**config.mk**
```make
export PLATFORM = sky130hd
export DESIGN_NAME = sha1_cycle
export DESIGN_NICKNAME = d
export VERILOG_FILES = /design/src/rtl/sha1_cycle.sv
export SDC_FILE = /design/constraint.sdc
export NUM_CORES = 1
export LEC_CHECK = 0
export BUFFER_PORTS_ARGS = -buffer_cell sky130_fd_sc_hd__buf_2
export CAP_MARGIN = 20
export CORE_MARGIN = 2
export CORE_UTILIZATION = 51
export CTS_CLUSTER_SIZE = 16
export DETAILED_ROUTE_END_ITERATION = 10
export GPL_ROUTABILITY_DRIVEN = 1
export PLACE_DENSITY = 0.77
export SYNTH_ARGS = -nofsm -noshare
export SYNTH_HDL_FRONTEND = slang
export SYNTH_SLANG_ARGS = --single-unit
```
**constraint.sdc**
```tcl
create_clock -name clk -period 15.2 [get_ports clk]
set_input_delay 0.76 -clock clk [delete_from_list [all_inputs] [get_ports clk]]
set_output_delay 0.76 -clock clk [all_outputs]
set_load 0.02 [all_outputs]
```
**src/rtl/sha1_cycle.sv**
```systemverilog
// One SHA-1 round per clock, with load/phase_advance/Din delay-aligned to the A update.
// Optional digest feed-forward on R is enabled by defining SHA1_FEEDFORWARD_EN.
module sha1_cycle #(
  parameter int LATENCY = 7
) (
  input  logic        clk,
  input  logic        reset,
  output logic [31:0] R,
  input  logic [31:0] Din,
  input  logic        load,
  input  logic        phase_advance,
  output logic [1:0]  phase_out
);

  // Control bits need LATENCY-1 registers; Din is sampled one edge later, so one fewer.
  localparam int CTRL_DEPTH = LATENCY - 1;
  localparam int DIN_DEPTH  = LATENCY - 2;

  localparam logic [31:0] IV_A = 32'h67452301;
  localparam logic [31:0] IV_B = 32'hEFCDAB89;
  localparam logic [31:0] IV_C = 32'h98BADCFE;
  localparam logic [31:0] IV_D = 32'h10325476;
  localparam logic [31:0] IV_E = 32'hC3D2E1F0;

  function automatic logic [31:0] rotl1(input logic [31:0] x);
    return {x[30:0], x[31]};
  endfunction

  function automatic logic [31:0] rotl5(input logic [31:0] x);
    return {x[26:0], x[31:27]};
  endfunction

  function automatic logic [31:0] rotl30(input logic [31:0] x);
    return {x[1:0], x[31:2]};
  endfunction

  logic [CTRL_DEPTH-1:0] load_pipe_q, load_pipe_d;
  logic [CTRL_DEPTH-1:0] adv_pipe_q, adv_pipe_d;
  logic [31:0]           din_pipe_q [DIN_DEPTH];
  logic                  load_prev_q;
  logic [31:0]           sched_q [16];
  logic [31:0]           a_q, b_q, c_q, d_q, e_q;
  logic [31:0]           a_d, b_d, c_d, d_d, e_d;
  logic [1:0]            phase_q, phase_d;
  logic [1:0]            phase_out_q;

  logic        load_al, adv_al, blk_start;
  logic [31:0] din_al;
  logic [31:0] ra, rb, rc, rd, re;
  logic [31:0] w_t, f_t, k_t, t_val;

  assign load_al   = load_pipe_q[CTRL_DEPTH-1];
  assign adv_al    = adv_pipe_q[CTRL_DEPTH-1];
  assign din_al    = din_pipe_q[DIN_DEPTH-1];
  assign blk_start = load_al & ~load_prev_q;

  always_comb begin
    load_pipe_d = {load_pipe_q[CTRL_DEPTH-2:0], load};
    adv_pipe_d  = {adv_pipe_q[CTRL_DEPTH-2:0], phase_advance};
    phase_d     = phase_q;
    if (adv_al) phase_d = phase_q + 2'd1;
  end

  // Round input state: IV on the first aligned load of a block, registers otherwise.
  always_comb begin
    ra = a_q;
    rb = b_q;
    rc = c_q;
    rd = d_q;
    re = e_q;
    if (blk_start) begin
      ra = IV_A;
      rb = IV_B;
      rc = IV_C;
      rd = IV_D;
      re = IV_E;
    end
  end

  // sched_q[i] holds W[t-1-i].
  always_comb begin
    w_t = rotl1(sched_q[2] ^ sched_q[7] ^ sched_q[13] ^ sched_q[15]);
    if (load_al) w_t = din_al;
  end

  always_comb begin
    f_t = rb ^ rc ^ rd;
    k_t = 32'h6ED9EBA1;
    case (phase_q)
      2'd0: begin
        f_t = (rb & rc) | (~rb & rd);
        k_t = 32'h5A827999;
      end
      2'd1: begin
        f_t = rb ^ rc ^ rd;
        k_t = 32'h6ED9EBA1;
      end
      2'd2: begin
        f_t = (rb & rc) | (rb & rd) | (rc & rd);
        k_t = 32'h8F1BBCDC;
      end
      default: begin
        f_t = rb ^ rc ^ rd;
        k_t = 32'hCA62C1D6;
      end
    endcase
  end

  always_comb begin
    t_val = rotl5(ra) + f_t + re + k_t + w_t;
    a_d   = t_val;
    b_d   = ra;
    c_d   = rotl30(rb);
    d_d   = rc;
    e_d   = rd;
  end

  always_ff @(posedge clk) begin
    if (reset) begin
      load_pipe_q <= '0;
      adv_pipe_q  <= '0;
      load_prev_q <= 1'b0;
      for (int i = 0; i < DIN_DEPTH; i++) din_pipe_q[i] <= '0;
      for (int i = 0; i < 16; i++) sched_q[i] <= '0;
      a_q         <= '0;
      b_q         <= '0;
      c_q         <= '0;
      d_q         <= '0;
      e_q         <= '0;
      phase_q     <= 2'd0;
      phase_out_q <= 2'd0;
    end else begin
      load_pipe_q <= load_pipe_d;
      adv_pipe_q  <= adv_pipe_d;
      load_prev_q <= load_al;
      din_pipe_q[0] <= Din;
      for (int i = 1; i < DIN_DEPTH; i++) din_pipe_q[i] <= din_pipe_q[i-1];
      sched_q[0] <= w_t;
      for (int i = 1; i < 16; i++) sched_q[i] <= sched_q[i-1];
      a_q         <= a_d;
      b_q         <= b_d;
      c_q         <= c_d;
      d_q         <= d_d;
      e_q         <= e_d;
      phase_q     <= phase_d;
      phase_out_q <= phase_q;
    end
  end

  assign phase_out = phase_out_q;

`ifdef SHA1_FEEDFORWARD_EN
  logic [6:0]  rnd_q, rnd_d;
  logic        active_q, active_d;
  logic        hold_q, hold_d;
  logic [31:0] r_q, r_d;
  logic [6:0]  rnd_idx;
  logic        in_block;

  assign rnd_idx  = blk_start ? 7'd0 : rnd_q;
  assign in_block = blk_start | active_q;

  // After round 79 R carries the first digest word until the next block starts.
  always_comb begin
    rnd_d    = rnd_q;
    active_d = active_q;
    hold_d   = hold_q;
    r_d      = t_val;
    if (in_block && rnd_idx == 7'd79) begin
      r_d      = t_val + IV_A;
      active_d = 1'b0;
      hold_d   = 1'b1;
      rnd_d    = 7'd0;
    end else if (blk_start) begin
      rnd_d    = 7'd1;
      active_d = 1'b1;
      hold_d   = 1'b0;
    end else if (active_q) begin
      rnd_d    = rnd_q + 7'd1;
    end else if (hold_q) begin
      r_d      = r_q;
    end
  end

  always_ff @(posedge clk) begin
    if (reset) begin
      rnd_q    <= '0;
      active_q <= 1'b0;
      hold_q   <= 1'b0;
      r_q      <= '0;
    end else begin
      rnd_q    <= rnd_d;
      active_q <= active_d;
      hold_q   <= hold_d;
      r_q      <= r_d;
    end
  end

  assign R = r_q;
`else
  assign R = a_q;
`endif

endmodule

```
==> flow_results.org <==
** Outcome
- The run finished with clean final reports.

** Pwr
- Summed over all cells, the static leakage comes to 14.14 nW.
- Combinational cells account for 20.9% of the total power.
- Relative contribution of sequential cells to total power :: 42.4%
- Cell internal power was estimated by the tool at 4.022 mW.
- VDD sags by at most 0.0001161 V.
- Total power for the finished layout comes to 5.620 mW.
- Switching power :: 1.598 mW
- Dividing total power by cell area gives a power density of 166.2 mW/mm².
- The clock network burns 36.7% of the power.
- Net switching is 28.43% of the power.

** Place
- Post-placement setup slack :: 8925 ps
- HPWL Detailed :: 38180 µm
- Summing all placed instances gives a cell area of 0.03102 mm².
- Number of input and output port buffers inserted :: 69
- Routability-driven placement finished with a final weighted congestion of 0.9333.

** Synth
- Most frequently used flop master after synthesis :: sky130_fd_sc_hd__dfxtp_1
- Synth Net Count :: 2957
- By area, the combinational part of the netlist is dominated by simple AND/OR/NAND/NOR gates.
- Asr flop ratio synth :: 0%
- Sequential fraction of the synthesis area :: 56.53%
- Cell area after synthesis :: 0.03007 mm²
- Post-Synth Adder-Cell Area :: 9.554%
- Post-Synthesis Cells :: 2761
- In this run, synthesis inferred 0 flip-flops with an integrated enable.
- Post-synthesis mux area share :: 0.6450%
- XOR/XNOR Fraction of Synth Area :: 3.437%
- A synthesized cell averages 10.89 µm².
- Count of state elements after synthesis :: 849
- Area share of and/or/nand/nor cells after synthesis :: 22.28%
- Summing the areas of all compound-gate instances in the mapped netlist gives 4.627% of the synthesized area.
- Synthesis warning total :: 0
- Counting distinct cell types in the post-synthesis netlist gives 55.

** CTS
- Buffers inserted during clock tree synthesis total 79.
- TritonCTS built the clock tree.
- No sink is reached through more buffers than the 3 on the longest clock path.
- Clock root buffer master :: sky130_fd_sc_hd__clkbuf_16
- For the worst-skew pair, the clock arrives at the later sink with an insertion delay of 630 ps.
- CTS saw 849 sinks.
- Gates resized, CTS repair :: 0
- The number of hold buffers added after CTS was 0.
- H-tree depth :: 3
- Post-CTS repair timing setup buffer count :: 0
- After clock tree synthesis, the clock-pin slew on the worst setup and hold paths is 60 ps.

** Floorplan
- From left edge to right edge, the die measures 246.8 µm.
- IO Pins :: 70
- Row cnt :: 89
- The floorplan step defined a die boundary enclosing 0.06092 mm².
- From bottom edge to top edge, the die measures 246.8 µm.
- The total area inside the core boundary comes to 0.05869 mm².
- Once the floorplan was initialized, standard cells occupied 51.24% of the core.

** Layout
- Fill cells in the final layout number 4675.
- Commonest cells after routing, fill and taps aside :: 848 x sky130_fd_sc_hd__dfxtp_1, 763 x sky130_fd_sc_hd__nor2b_1, 136 x sky130_fd_sc_hd__nor2_1
- Leaving out fill and tap cells, the most frequent cell in the layout is sky130_fd_sc_hd__dfxtp_1.
- Net count reported at finish :: 2990
- Cells fill 57.63% of the core in the end.
- Once layout is done, the placed cells without fillers occupy 0.03382 mm².
- 0 antenna diodes ended up in the layout.
- Synthesis-to-layout area growth :: 12.48%
- Of the cells placed in the final design, the portion with a size suffix greater than 1 is 7.992%.

** GRT
- For this run the aggregate overflow at the end of global routing stands at 0.
- Entering global routing, the biggest net connects 272 pins.
- In the global route stage, overall resource usage came out at 19.50%.
- The first global-routing pass estimated 93360 µm of wire.
- The via count of the first global-routing pass is 17620.
- The initial antenna violation count came to 0.

** Setup path
- STA puts the critical path data required time at 15710 ps.
- Data on the critical path arrives at its endpoint at 6870 ps.
- Worst setup SP type :: flop
- Counting stages on the worst path, the most repeated cell is sky130_fd_sc_hd__fa_1.
- The worst setup path is of the flop to flop kind.
- In this run the worst path has a maximum fanout of 82.
- Slowest-stage cell, CP :: sky130_fd_sc_hd__fa_1
- STA classifies the critical path endpoint as a flop.
- For this run, the slowest stage of the critical path takes 560 ps.
- List of cells traversed by the critical path :: buf_4 -> nand2b_4 -> buf_4 -> and2_1 -> fa_1 -> a22oi_1 -> o21ai_0 -> fa_1 -> inv_1 -> fa_1 -> inv_1 -> ha_1 -> o21ai_1 -> a21oi_1 -> o211ai_1 -> a22o_1 -> a41o_1 -> a311oi_1 -> mux2_2

** Timing
- Fmax achieved :: 0.1571 GHz
- In the finished design, the share of the clock period the worst path needs comes to 41.88%.
- Setup slack on the critical path of the routed design comes to 8835 ps.
- Final Max Slew Viols :: 0
- Hold Violations, Final :: 0
- At the pin with the least slew margin, the transition time is 1145 ps.
- Measured against its own limit, the worst slew margin works out to 22.85%.
- Setup total negative slack on the finished layout was measured at 0 ps.
- Setup repair after global routing left no endpoint under its margin.
- Final Setup Violations :: 0
- Clk_skew :: 24.33 ps
- Minimum period implied by the final worst setup slack :: 6365 ps

** Routing
- Dividing the detail-routed wire length by the instance count gives 15.97 µm.
- In this run, the number of DRC markers left after iteration 0 of detailed routing was 1253.
- The count of nets left with antenna violations once routing finished came out at 0.
- DRT Pass-1 Iters :: 5
- Total number of vias :: 17550
- Via-per-instance ratio :: 4.840
- After detailed routing, the total wire length is 57920 µm.
- DRC violation count after routing :: 0

** Hold path
- In this run the worst hold path is classified as primary input to flop.

** Flow run
- Reported max-cap violation count :: 0
-- worst max-delay path, delay by kind of cell, from the launching register on --
kind	cells	cell delay [ps]
AOI/OAI and AO/OA	8	1590
and+or+nand+nor	2	830
adders and majority gates	4	1960
muxes	1	360
DFF	1	310
buffers and inverters	4	1130
-- worst paths after layout --
path | start | end | slack (ps) | cells after the start
worst min register to register | sched_q[0][32]$_SDFF_PP0_ | sched_q[0][64]$_SDFF_PP0_ | 430 | 1
worst min-delay path | Din[26] | din_pipe_q[0][26]$_SDFF_PP0_ | 340 | 2
worst max-delay path | load_pipe_q[5]$_SDFF_PP0_ | R[28]$_SDFF_PP0_ | 8830 | 19
worst max register to register | load_pipe_q[5]$_SDFF_PP0_ | R[28]$_SDFF_PP0_ | 8830 | 19
-- metal layers --
metal / part of all wire (%) / up-vias / GRT usage, %
met2: 45 / 406 / 29.78
li1: - / 8650 / -
met1: 45 / 8366 / 26.25
met4: 4.9 / 0 / 10.54
met5: 0 / - / 0
met3: 5.0 / 127 / 3.668
-- state kept, by name (all words and copies together), names as in the netlist --
signal,flops
R,32
adv_pipe_q,6
b_q,32
c_q,32
d_q,32
din_pipe_q,160
e_q,32
load_pipe_q,6
load_prev_q,1
phase_out,2
phase_q,2
sched_q,512
-- per-stage QoR --
step | hold slack [ps] | std cells
after CTS | 302.2 | 3624
after floorplan | 413.8 | 2761
after detailed placement | 420.4 | 3484
final | 339.7 | 3626
after global placement | 416.1 | 3483
after global routing | 325.7 | 3626
-- power by group through the flow --
stage                     registers (mW)  logic [mW]  clock network, mW
after floorplan                     2.44       0.809                  0
after global placement              2.43        1.14                  0
after detailed placement            2.43        1.15                  0
after CTS                           2.38        1.17               2.11
after global routing                2.39        1.31               2.20
final                               2.38        1.18               2.06
-- cells in the mapped netlist, types with 17 or more instances --
master	n	area [µm²]
sky130_fd_sc_hd__ha_1	44	550.5
sky130_fd_sc_hd__and2_1	76	475.5
sky130_fd_sc_hd__a21o_1	17	127.6
sky130_fd_sc_hd__xnor2_1	110	963.4
sky130_fd_sc_hd__nand2_1	93	349.1
sky130_fd_sc_hd__clkbuf_1	122	457.9
sky130_fd_sc_hd__a21oi_1	54	270.3
sky130_fd_sc_hd__o21ai_0	56	280.3
sky130_fd_sc_hd__inv_1	103	386.6
sky130_fd_sc_hd__dfxtp_1	849	17000
sky130_fd_sc_hd__a22oi_1	19	142.6
sky130_fd_sc_hd__nand2b_1	59	369.1
sky130_fd_sc_hd__fa_1	116	2322
sky130_fd_sc_hd__nor2_1	138	518.0
sky130_fd_sc_hd__nor2b_1	764	4780
-- cell type report --
type,instances,area [µm²],share of cell area (%)
clock inverters,26,451.7,1.336
clock buffers,114,2310,6.829
well taps,773,967.2,2.860
repair buffers,84,504.2,1.491
inverters,103,386.6,1.143
multi-input cells,1677,12200,36.08
flip-flops and latches,849,17000,50.26
-- cell families after synthesis --
kind of cell	after synthesis
DFF	849
AOI/OAI and AO/OA	217
buffers and inverters	235
muxes	18
adders and majority gates	160
and+or+nand+nor	1164
xor gates and xnor gates	118
(Power assumes the default switching activity.)
